`src/rtl/if_stage.sv`:
```
// rtl/if_stage.sv - instruction fetch stage: PC register, fetch-to-decode bundle, trap hold.
// Optional IF_STAGE_MISALIGN_CHECK_EN: raise instruction-address-misaligned on fetch of a PC with [1:0]!=0.
module if_stage #(
    parameter logic [63:0] RESET_PC = 64'h0
) (
    input  logic        clk,
    input  logic        rst,
    output logic [63:0] pc_addr,
    input  logic [31:0] instruction,
    input  logic        imem_exc_en,
    input  logic [3:0]  imem_exc_code,
    input  logic [63:0] imem_exc_val,
    input  logic        redirect_en,
    input  logic [63:0] redirect_pc,
    input  logic        id_ready,
    output logic        id_valid,
    output logic [63:0] id_pc,
    output logic [31:0] id_instr,
    output logic        id_exc_en,
    output logic [3:0]  id_exc_code,
    output logic [63:0] id_exc_val
);

    localparam logic [31:0] NOP_INSTR = 32'h0000_0013;

    typedef enum logic {
        FETCH     = 1'b0,
        TRAP_WAIT = 1'b1
    } state_t;

    state_t      r_state;
    logic [63:0] r_pc;
    logic        w_slot_free;
    logic        w_misalign;

    assign pc_addr     = r_pc;
    assign w_slot_free = !id_valid || id_ready;

`ifdef IF_STAGE_MISALIGN_CHECK_EN
    assign w_misalign = (r_pc[1:0] != 2'b00);
`else
    assign w_misalign = 1'b0;
`endif

    always_ff @(posedge clk) begin
        if (rst) begin
            r_pc        <= RESET_PC;
            r_state     <= FETCH;
            id_valid    <= 1'b0;
            id_pc       <= 64'h0;
            id_instr    <= NOP_INSTR;
            id_exc_en   <= 1'b0;
            id_exc_code <= 4'h0;
            id_exc_val  <= 64'h0;
        end else if (redirect_en) begin
            r_pc     <= redirect_pc;
            id_valid <= 1'b0;
            r_state  <= FETCH;
        end else begin
            case (r_state)
                FETCH: begin
                    if (w_slot_free) begin
                        id_valid <= 1'b1;
                        id_pc    <= r_pc;
                        if (w_misalign) begin
                            // Misalignment outranks whatever memory returned for this address.
                            id_instr    <= NOP_INSTR;
                            id_exc_en   <= 1'b1;
                            id_exc_code <= 4'h0;
                            id_exc_val  <= r_pc;
                            r_state     <= TRAP_WAIT;
                        end else if (imem_exc_en) begin
                            id_instr    <= NOP_INSTR;
                            id_exc_en   <= 1'b1;
                            id_exc_code <= imem_exc_code;
                            id_exc_val  <= imem_exc_val;
                            r_state     <= TRAP_WAIT;
                        end else begin
                            id_instr    <= instruction;
                            id_exc_en   <= 1'b0;
                            id_exc_code <= imem_exc_code;
                            id_exc_val  <= imem_exc_val;
                            r_pc        <= r_pc + 64'd4;
                        end
                    end
                end
                TRAP_WAIT: begin
                    // Hold the faulting bundle until decode takes it, then idle until redirected.
                    if (id_valid && id_ready) begin
                        id_valid <= 1'b0;
                    end
                end
                default: r_state <= FETCH;
            endcase
        end
    end

endmodule
```
`config.mk`:
```
export PLATFORM = sky130hd
export DESIGN_NAME = if_stage
export DESIGN_NICKNAME = d
export VERILOG_FILES = /design/src/rtl/if_stage.sv
export SDC_FILE = /design/constraint.sdc
export NUM_CORES = 1
export LEC_CHECK = 0
export ABC_AREA = 1
export CAP_MARGIN = 20
export CORE_AREA = 2 2 155 157
export DETAILED_ROUTE_END_ITERATION = 16
export DIE_AREA = 0 0 157 159
export PLACE_DENSITY_LB_ADDON = 0.15
export SYNTH_ARGS = -nofsm -noshare
export SYNTH_HDL_FRONTEND = slang
export SYNTH_SLANG_ARGS = --single-unit
```
`constraint.sdc`:
```
create_clock -name clk -period 4.6 [get_ports clk]
set_input_delay 0.69 -clock clk [delete_from_list [all_inputs] [get_ports clk]]
set_output_delay 0.69 -clock clk [all_outputs]
set_load 0.05 [all_outputs]
```
== After elaboration in Yosys (flattened, before gate mapping) ==
Index checks and enable logic that the tools add are counted.
W data, S select, Z words.
Word-level totals
  register bits after elaboration: 231
  input port bits: 169
  output and inout port bits: 230
Operators by class
  reduce and logical (&&, ||, !) cells: 8
  bitwise operators: 2
  muxes and demuxes: 11
  $add $sub $neg: 1
  eq/ne operators: 4
Operator list (number)
  $mux W64: 4
  $add A64 B3 Y64 const B: 1
  $mux W32: 1
  $reduce_and A3 Y1: 2
  $mux W1: 5
  $ne A2 B1 Y1 const B: 2
  $ne A2 B2 Y1 const B: 2
  $not A1 Y1: 2
  $pmux W1 S2: 1
  $reduce_and A2 Y1: 1
  $reduce_bool A2 Y1: 1
  $reduce_or A2 Y1: 1
  $logic_and A1 B1 Y1: 1
  $logic_not A1 Y1: 1
  $logic_or A1 B1 Y1: 1

== Depth between registers and ports, before layout ==
Gate-level depths: netlist of the first run.
  depth after elaboration: 5
  depth in mapped cells: 12
  mapped depth without buffers: 12

== Worst setup path before layout of the first run ==
Ideal clock, no wire load.
  kind: flip-flop to flip-flop
  start: register r_pc[3], in the netlist pc_addr[3]
  end: register r_pc[58], in the netlist pc_addr[58]
  stages on the path, launching flop included: 11
  slack: 2.557 ns
  period minus slack after synthesis: 2.043 ns
  buffers on the path: 0
  arrival time: 1.909 ns
  cells stage by stage: dfxtp_1 -> ha_1 -> inv_1 -> nor2_4 -> nand2_4 -> nor2_8 -> nand2_1 -> o21ai_0 -> nand3_1 -> nand2_1 -> a21oi_1
On the way
  longest elaborated chain between the ends: 5
Ends and longest elaborated chain
  start, declared: RTL line 32  | logic [63:0] r_pc;
  start signal, assigned: RTL line 56  | r_pc <= redirect_pc;
  start signal, assigned: RTL line 83  | r_pc <= r_pc + 64'd4;
  $add A64 B3 Y64: RTL line 83
  $mux W64: RTL line 72  | end else if (imem_exc_en) begin
  $mux W64: RTL line 62  | if (w_slot_free) begin
  $mux W64: RTL line 60  | case (r_state)
  $mux W64: RTL line 55  | end else if (redirect_en) begin
Every way passes these cells. The select of a mux whose other input is x is not followed.
A chain may end at the register's enable or synchronous reset.

== Final worst setup path of the first run ==
  start: register r_pc[38], in the netlist pc_addr[38]
  end: output port pc_addr[38]
RTL lines
  end, declared: RTL line 8  | output logic [63:0] pc_addr,
No word-level cell between the ends.

==> results of run 1 <==
[placed cells by master, fill, tap and decap left out, types with 4 or more instances in the layout]
cell type	n
a21oi_1	122
a31oi_1	6
buf_4	10
clkbuf_1	4
clkbuf_16	25
clkdlybuf4s50_1	396
clkinv_2	9
dfxtp_1	231
inv_1	71
nand2_1	345
nand2_2	11
nand3_1	50
nand4_1	10
nor2_1	324
nor2_2	12
o211ai_1	26
o21ai_0	206
o21ai_1	9
xor2_1	4
[final cells by class]
class,instances,area (µm²)
fill,2069,7860
multi-input combinational,1145,5131
sequential,231,4624
timing repair buffer,409,4069
clock buffer,31,668.1
tap,319,399.1
inverter,77,292.8
clock inverter,14,142.6
antenna,2,5.005
[registers in the layout (all words and copies together), names as in the netlist]
name,flops
id_exc_code,4
id_pc,64
id_valid,1
id_exc_val,64
r_state,1
id_exc_en,1
id_instr,32
pc_addr,64
[power by group]
| group | switching [µW] | total, µW | internal [µW] | leakage (µW) |
|---|---|---|---|---|
| Sequential | 123 | 2270 | 2150 | 0.00191 |
| Combinational | 875 | 1350 | 474 | 0.00356 |
| Clock | 856 | 2010 | 1150 | 0.000397 |
| Total | 1850 | 5630 | 3770 | 0.00586 |
[kinds of logic (layout without fill, tap and decap cells)]
logic type               after synthesis  in the layout  share of synthesized area [%]
other                                  0              2                              0
adder cells (fa/ha/maj)                1              1                         0.1200
AND/OR/NAND/NOR                      763            763                          29.74
XOR/XNOR                               4              4                         0.3360
AO/OA/AOI/OAI                        377            377                          19.02
buffers and inverters                166            531                          6.432
flip-flops                           231            231                          44.35
[synth_stat cells (2+ instances only)]
cell type and n:
nor2_8 2, a21oi_2 2, dfxtp_1 231, nor2_1 324
o31ai_1 3, o21ai_1 9, clkbuf_1 56, o211ai_1 26
nand3_2 2, buf_4 5, nand4_1 10, nand2_2 11
o21ai_0 206, o21bai_1 2, a31oi_1 6, a21oi_1 122
nor2_2 12, nand2_1 345, buf_1 5, inv_2 4
buf_2 23, inv_1 72, xor2_1 4, nor2_4 3
nand3_1 50
[routing by layer]
| layer | vias up | GRT usage (%) | wire length [µm] | share of wire (%) |
|---|---|---|---|---|
| met4 | 0 | 6.339 | 731 | 1.8 |
| met5 | - | 0 | 0 | 0 |
| met3 | 49 | 6.723 | 3747 | 9.4 |
| met1 | 5414 | 40.37 | 16560 | 42 |
| li1 | 5709 | - | - | - |
| met2 | 509 | 50.42 | 18680 | 47 |
[stage by stage]
step	area [µm²]	setup WS, ns	util [%]
6_report	15330	1.931	66.11
5_1_grt	15330	1.754	66.09
4_1_cts	15330	1.935	66.09
3_5_place_dp	14520	1.488	62.59
3_3_place_gp	14520	1.480	62.59
2_1_floorplan	10430	2.557	-
[final timing paths]
kind / slack (ns) / from / endpoint
min: 0.46 / id_instr[12]$_SDFFE_PP0P_ / id_instr[12]$_SDFFE_PP0P_
min reg2reg: 0.46 / id_instr[12]$_SDFFE_PP0P_ / id_instr[12]$_SDFFE_PP0P_
max: 1.93 / pc_addr[38]$_SDFFE_PP0P_ / pc_addr[38]
max reg2reg: 2.26 / r_state$_SDFF_PP0_ / pc_addr[27]$_SDFFE_PP0P_
[tightest hold or removal path, stage by stage, from the launching register on]
cell	delay, ns
dfxtp_1	0.31
nand2_1	0.06
a21oi_1	0.05
==> flow_summary_export.csv, run 1 <==
group,metric,value,unit
status,status,"completed",
detailed_routing,ant_nets,0,
min_path,min_path_type,"reg -> reg",
cts,cts_resized,0,
cts,clockBufferDepth,3,
synthesis,async_reset_ff_share,0,%
setup_path,critPathMaxStageDelay,0.89,ns
setup_path,crit_cells,1,
detailed_routing,dr.pass1.iters,5,
layout,layout-drive-gt1-share,4.877,%
setup_path,path_cells,"clkdlybuf4s50_1",
timing,setup_tns,0,ns
cts,insertion_delay,0.54,ns
timing,fmax,0.3746,GHz
cts,cts_buffers,25,
synthesis,post_synth_main_area_contributors,"dfxtp_1, nand2_1, nor2_1, o21ai_0, a21oi_1",
cts,post_cts_buffers,0,
synthesis,syn_area,10430,µm²
cts,clk_pin_slew,0.06,ns
timing,maxSlewHeadroom,28.19,%
place,place.port_buffers,398,
synthesis,synthCells,1542,
power,power.density,366.9,nW/µm²
setup_path,required,3.91,ns
synthesis,avgSynthCellArea,6.762,µm²
synthesis,yosysTopAreaCellShare,44.35,%
cts,cts_root_buf,"clkbuf_16",
setup_path,path_buf_inv,1,
synthesis,syn_nets,1712,
synthesis,synth-main-ff-cell,"dfxtp_1",
timing,slew_violations,0,
timing,finalHoldViolCount,0,
detailed_routing,drt_iter0_markers,977,
power,p_leak,0.005862,µW
timing,rsz0062_at_grt,"false",
grt,grt_pass1_vias,10683,
grt,antenna_found_initial,0,
cts,cts_max_level,1,
cts,cts_tree,"yes",
setup_path,path_max_fanout,7,
cts,cts_sinks,231,
layout,syn2layout_area_growth,47.05,%
detailed_routing,drc,0,
die,dieArea,24960,µm²
place,dp_hpwl,28.33,mm
die,fp.dieH,159,µm
detailed_routing,drt_wl_total,39.72,mm
setup_path,path_class,"reg -> out",
detailed_routing,wire_per_inst,17.83,µm
min_path,whs_path_depth,2,
grt,grt_max_degree,167,
timing,holdWs,0.4592,ns
timing,fin_crit_sh,58.03,%
die,die_x,157,µm
detailed_routing,detail_route.vias_per_cell,5.243,
synthesis,synth-edff-count,0,
setup_path,arrival,1.98,ns
synthesis,synth_top_cell_by_area,"dfxtp_1",
power,power.total,5625,µW
setup_path,end_kind,"output port",
die,start_util,44.96,%
timing,setup_viol,0,
place,dp.cells,2181,
die,num_rows,56,
synthesis,ys_types,32,
place,gp_congestion,0.9702,
synthesis,ys_seq_area_share,44.35,%
cts,hold_buffers,0,
detailed_routing,vias,11681,
setup_path,ff2ff_path_depth,8,
grt,grt_pass1_wl,60.47,mm
synthesis,synth_warnings,0,
setup_path,cp-start-kind,"flip-flop",
timing,worstMarginPinSlew,1.077,ns
timing,min_period,2.669,ns
die,core-area,23190,µm²
setup_path,path_delay_family,"buffers and inverters",
power,vdd_drop_max,0.2826,mV
flow_run,max-cap-violations,0,
synthesis,synth_seq_cells,231,
grt,grtUsageTotal,30.32,%
setup_path,cp_slowest_cell,"clkdlybuf4s50_1",
grt,gr-total-overflow,0,
timing,skew,0.01276,ns
die,ios,399,
layout,instances_no_fill,2228,
layout,nets,2059,
Power figures use the tool's default switching activity.
==> run 2, diff against run 1 <==
--- a/config.mk
+++ b/config.mk
@@ -7,9 +7,9 @@
 export LEC_CHECK = 0
 export ABC_AREA = 1
 export CAP_MARGIN = 20
-export CORE_AREA = 2 2 155 157
+export CORE_MARGIN = 1
+export CORE_UTILIZATION = 44
 export DETAILED_ROUTE_END_ITERATION = 16
-export DIE_AREA = 0 0 157 159
 export PLACE_DENSITY_LB_ADDON = 0.15
 export SYNTH_ARGS = -nofsm -noshare
 export SYNTH_HDL_FRONTEND = slang
==> constraint.sdc (replaced) <==
create_clock -name clk -period 2.7 [get_ports clk]
set_input_delay 0.405 -clock clk [delete_from_list [all_inputs] [get_ports clk]]
set_output_delay 0.405 -clock clk [all_outputs]
set_load 0.05 [all_outputs]
==> run 2 against run 1 <==
Total power grew 80%. Die area shrank 2.6%. Sequential power grew 70%. Non-clock buffer count grew 8. Combinational power grew 73%. Sequential cell count is the same. Global-route usage grew 1.3 points. Utilization grew 2.1 points. Cell area grew 1.9%. Wire length shrank 0.65%. Largest cell class unchanged. First-iteration DRC count grew 1.1%.
==> flow_summary_export.csv, run 2 (synthesized netlist as in run 1, its figures left out) <==
group,metric,value,unit
timing,min_period,2.411,ns
die,num_rows,55,
detailed_routing,dr.pass1.iters,5,
grt,grt_pass1_wl,60.40,mm
timing,setup_viol,0,
flow_run,max-cap-violations,0,
power,intPower,6931,µW
setup_path,path_max_fanout,7,
power,switching_share,31.69,%
die,core-area,22920,µm²
cts,cts_root_buf,"clkbuf_16",
cts,cts_resized,0,
cts,cts_tree,"yes",
timing,skew,0.009468,ns
setup_path,cp-start-kind,"flip-flop",
cts,cts_sinks,231,
cts,cts_buffers,26,
setup_path,required,2.30,ns
timing,finalHoldViolCount,0,
power,vdd_drop_max,0.4427,mV
grt,grt_pass1_vias,11080,
status,status,"completed",
detailed_routing,drt_wl_total,39.46,mm
detailed_routing,vias,11867,
grt,grt_max_degree,167,
setup_path,path_delay_family,"buffers and inverters",
cts,hold_buffers,0,
timing,fin_ws,0.2888,ns
place,place_ws,0.3830,ns
setup_path,end_kind,"output port",
timing,rsz0062_at_grt,"false",
setup_path,path_cells,"clkdlybuf4s50_1",
power,combinationalPowerShare,23.0,%
place,gp_congestion,0.9609,
setup_path,path_buf_inv,1,
timing,worstMarginPinSlew,1.033,ns
timing,maxSlewHeadroom,31.14,%
layout,fill_cells,1982,
layout,layout_common_cells,"clkdlybuf4s50_1, nand2_1, nor2_1, dfxtp_1, o21ai_0",
die,fp.dieH,155.9,µm
min_path,min_path_type,"in -> reg",
power,sequentialPowerShare,38.1,%
detailed_routing,detail_route.vias_per_cell,5.319,
die,ios,399,
setup_path,crit_cells,1,
timing,setup_tns,0,ns
setup_path,ff2ff_path_depth,10,
power,netSwitchingPower,3215,µW
power,p_leak,0.006015,µW
setup_path,arrival,2.01,ns
power,power.density,649.2,nW/µm²
grt,gr-total-overflow,0,
timing,fmax,0.4147,GHz
place,place.port_buffers,398,
setup_path,cp_slowest_cell,"clkdlybuf4s50_1",
die,dieArea,24320,µm²
layout,syn2layout_area_growth,49.90,%
detailed_routing,drt_iter0_markers,988,
die,die_x,155.9,µm
setup_path,critPathMaxStageDelay,0.90,ns
layout,diodes,0,
timing,slew_violations,0,
place,dp_hpwl,28.29,mm
die,start_util,45.50,%
detailed_routing,wire_per_inst,17.69,µm
detailed_routing,drc,0,
layout,multi_input_comb_area,5131,µm²
layout,layout_commonest_cell,"clkdlybuf4s50_1",
min_path,whs_path_depth,4,
cts,insertion_delay,0.54,ns
grt,grtUsageTotal,31.63,%
cts,clk_pin_slew,0.06,ns
cts,cts_max_level,1,
setup_path,path_class,"reg -> out",
layout,nets,2068,
detailed_routing,ant_nets,0,
power,power_frac_clock,38.8,%
cts,post_cts_buffers,0,
grt,antenna_found_initial,0,
timing,fin_crit_sh,89.30,%
layout,layout-drive-gt1-share,5.527,%
layout,seqCellArea,4624,µm²
cts,clockBufferDepth,3,
-- run 2: changes by cell type in the layout (fill, tap and decap cells not counted), sizes merged --
cell / delta
clkbuf: +3
clkinvlp: -2
buf: +7
clkinv: -1
bufinv: +3
diode: -2
clkdlybuf4s50: +1
-- run 2: per-layer routing --
layer / GRT usage, % / vias up / wire length (µm)
met5: 0 / - / 0
met1: 41.56 / 5481 / 16390
met3: 6.500 / 76 / 3941
met4: 10.18 / 0 / 1158
li1: - / 5728 / -
met2: 51.74 / 582 / 17970
-- run 2: worst min-delay path, cell delays in order --
cell and delay (ns):
buf_2 0.10, clkinv_2 0.07, buf_4 0.22, o21ai_0 0.10
-- run 2: power by group through the flow --
stage / combinational [µW] / sequential [µW] / clock (µW)
after global routing: 2470 / 3900 / 4120
after detailed placement: 2330 / 3930 / 0
after global placement: 2310 / 3930 / 0
final: 2340 / 3870 / 3940
after floorplan: 555 / 4730 / 0
after CTS: 2340 / 3860 / 3990
-- run 2: through the flow --
stage	utilization (%)	instances	hold slack (ns)	instance area, µm²	power, µW
2_1_floorplan	-	1542	0.4955	10430	5288
3_3_place_gp	63.98	2183	0.4467	14660	6236
3_5_place_dp	63.98	2183	0.4534	14660	6262
4_1_cts	68.20	2231	0.3862	15630	10190
5_1_grt	68.20	2231	0.4224	15630	10490
6_report	68.20	2231	0.4044	15630	10150
-- run 2: cell type report --
| class | count | share of cell area, % |
|---|---|---|
| inverter | 77 | 1.873 |
| timing repair buffer | 417 | 27.01 |
| tap | 313 | 2.506 |
| clock buffer | 34 | 4.803 |
| clock inverter | 14 | 1.385 |
| multi-input combinational | 1145 | 32.83 |
| sequential | 231 | 29.59 |
-- run 2: final timing paths --
check | slack [ns] | from | endpoint
hold reg to reg | 0.46 | id_instr[8]$_SDFFE_PP0P_ | id_instr[8]$_SDFFE_PP0P_
hold / removal | 0.40 | rst | id_instr[4]$_SDFFE_PP1P_
setup / recovery | 0.29 | pc_addr[38]$_SDFFE_PP0P_ | pc_addr[38]
setup reg to reg | 0.49 | pc_addr[3]$_SDFFE_PP0P_ | pc_addr[52]$_SDFFE_PP0P_
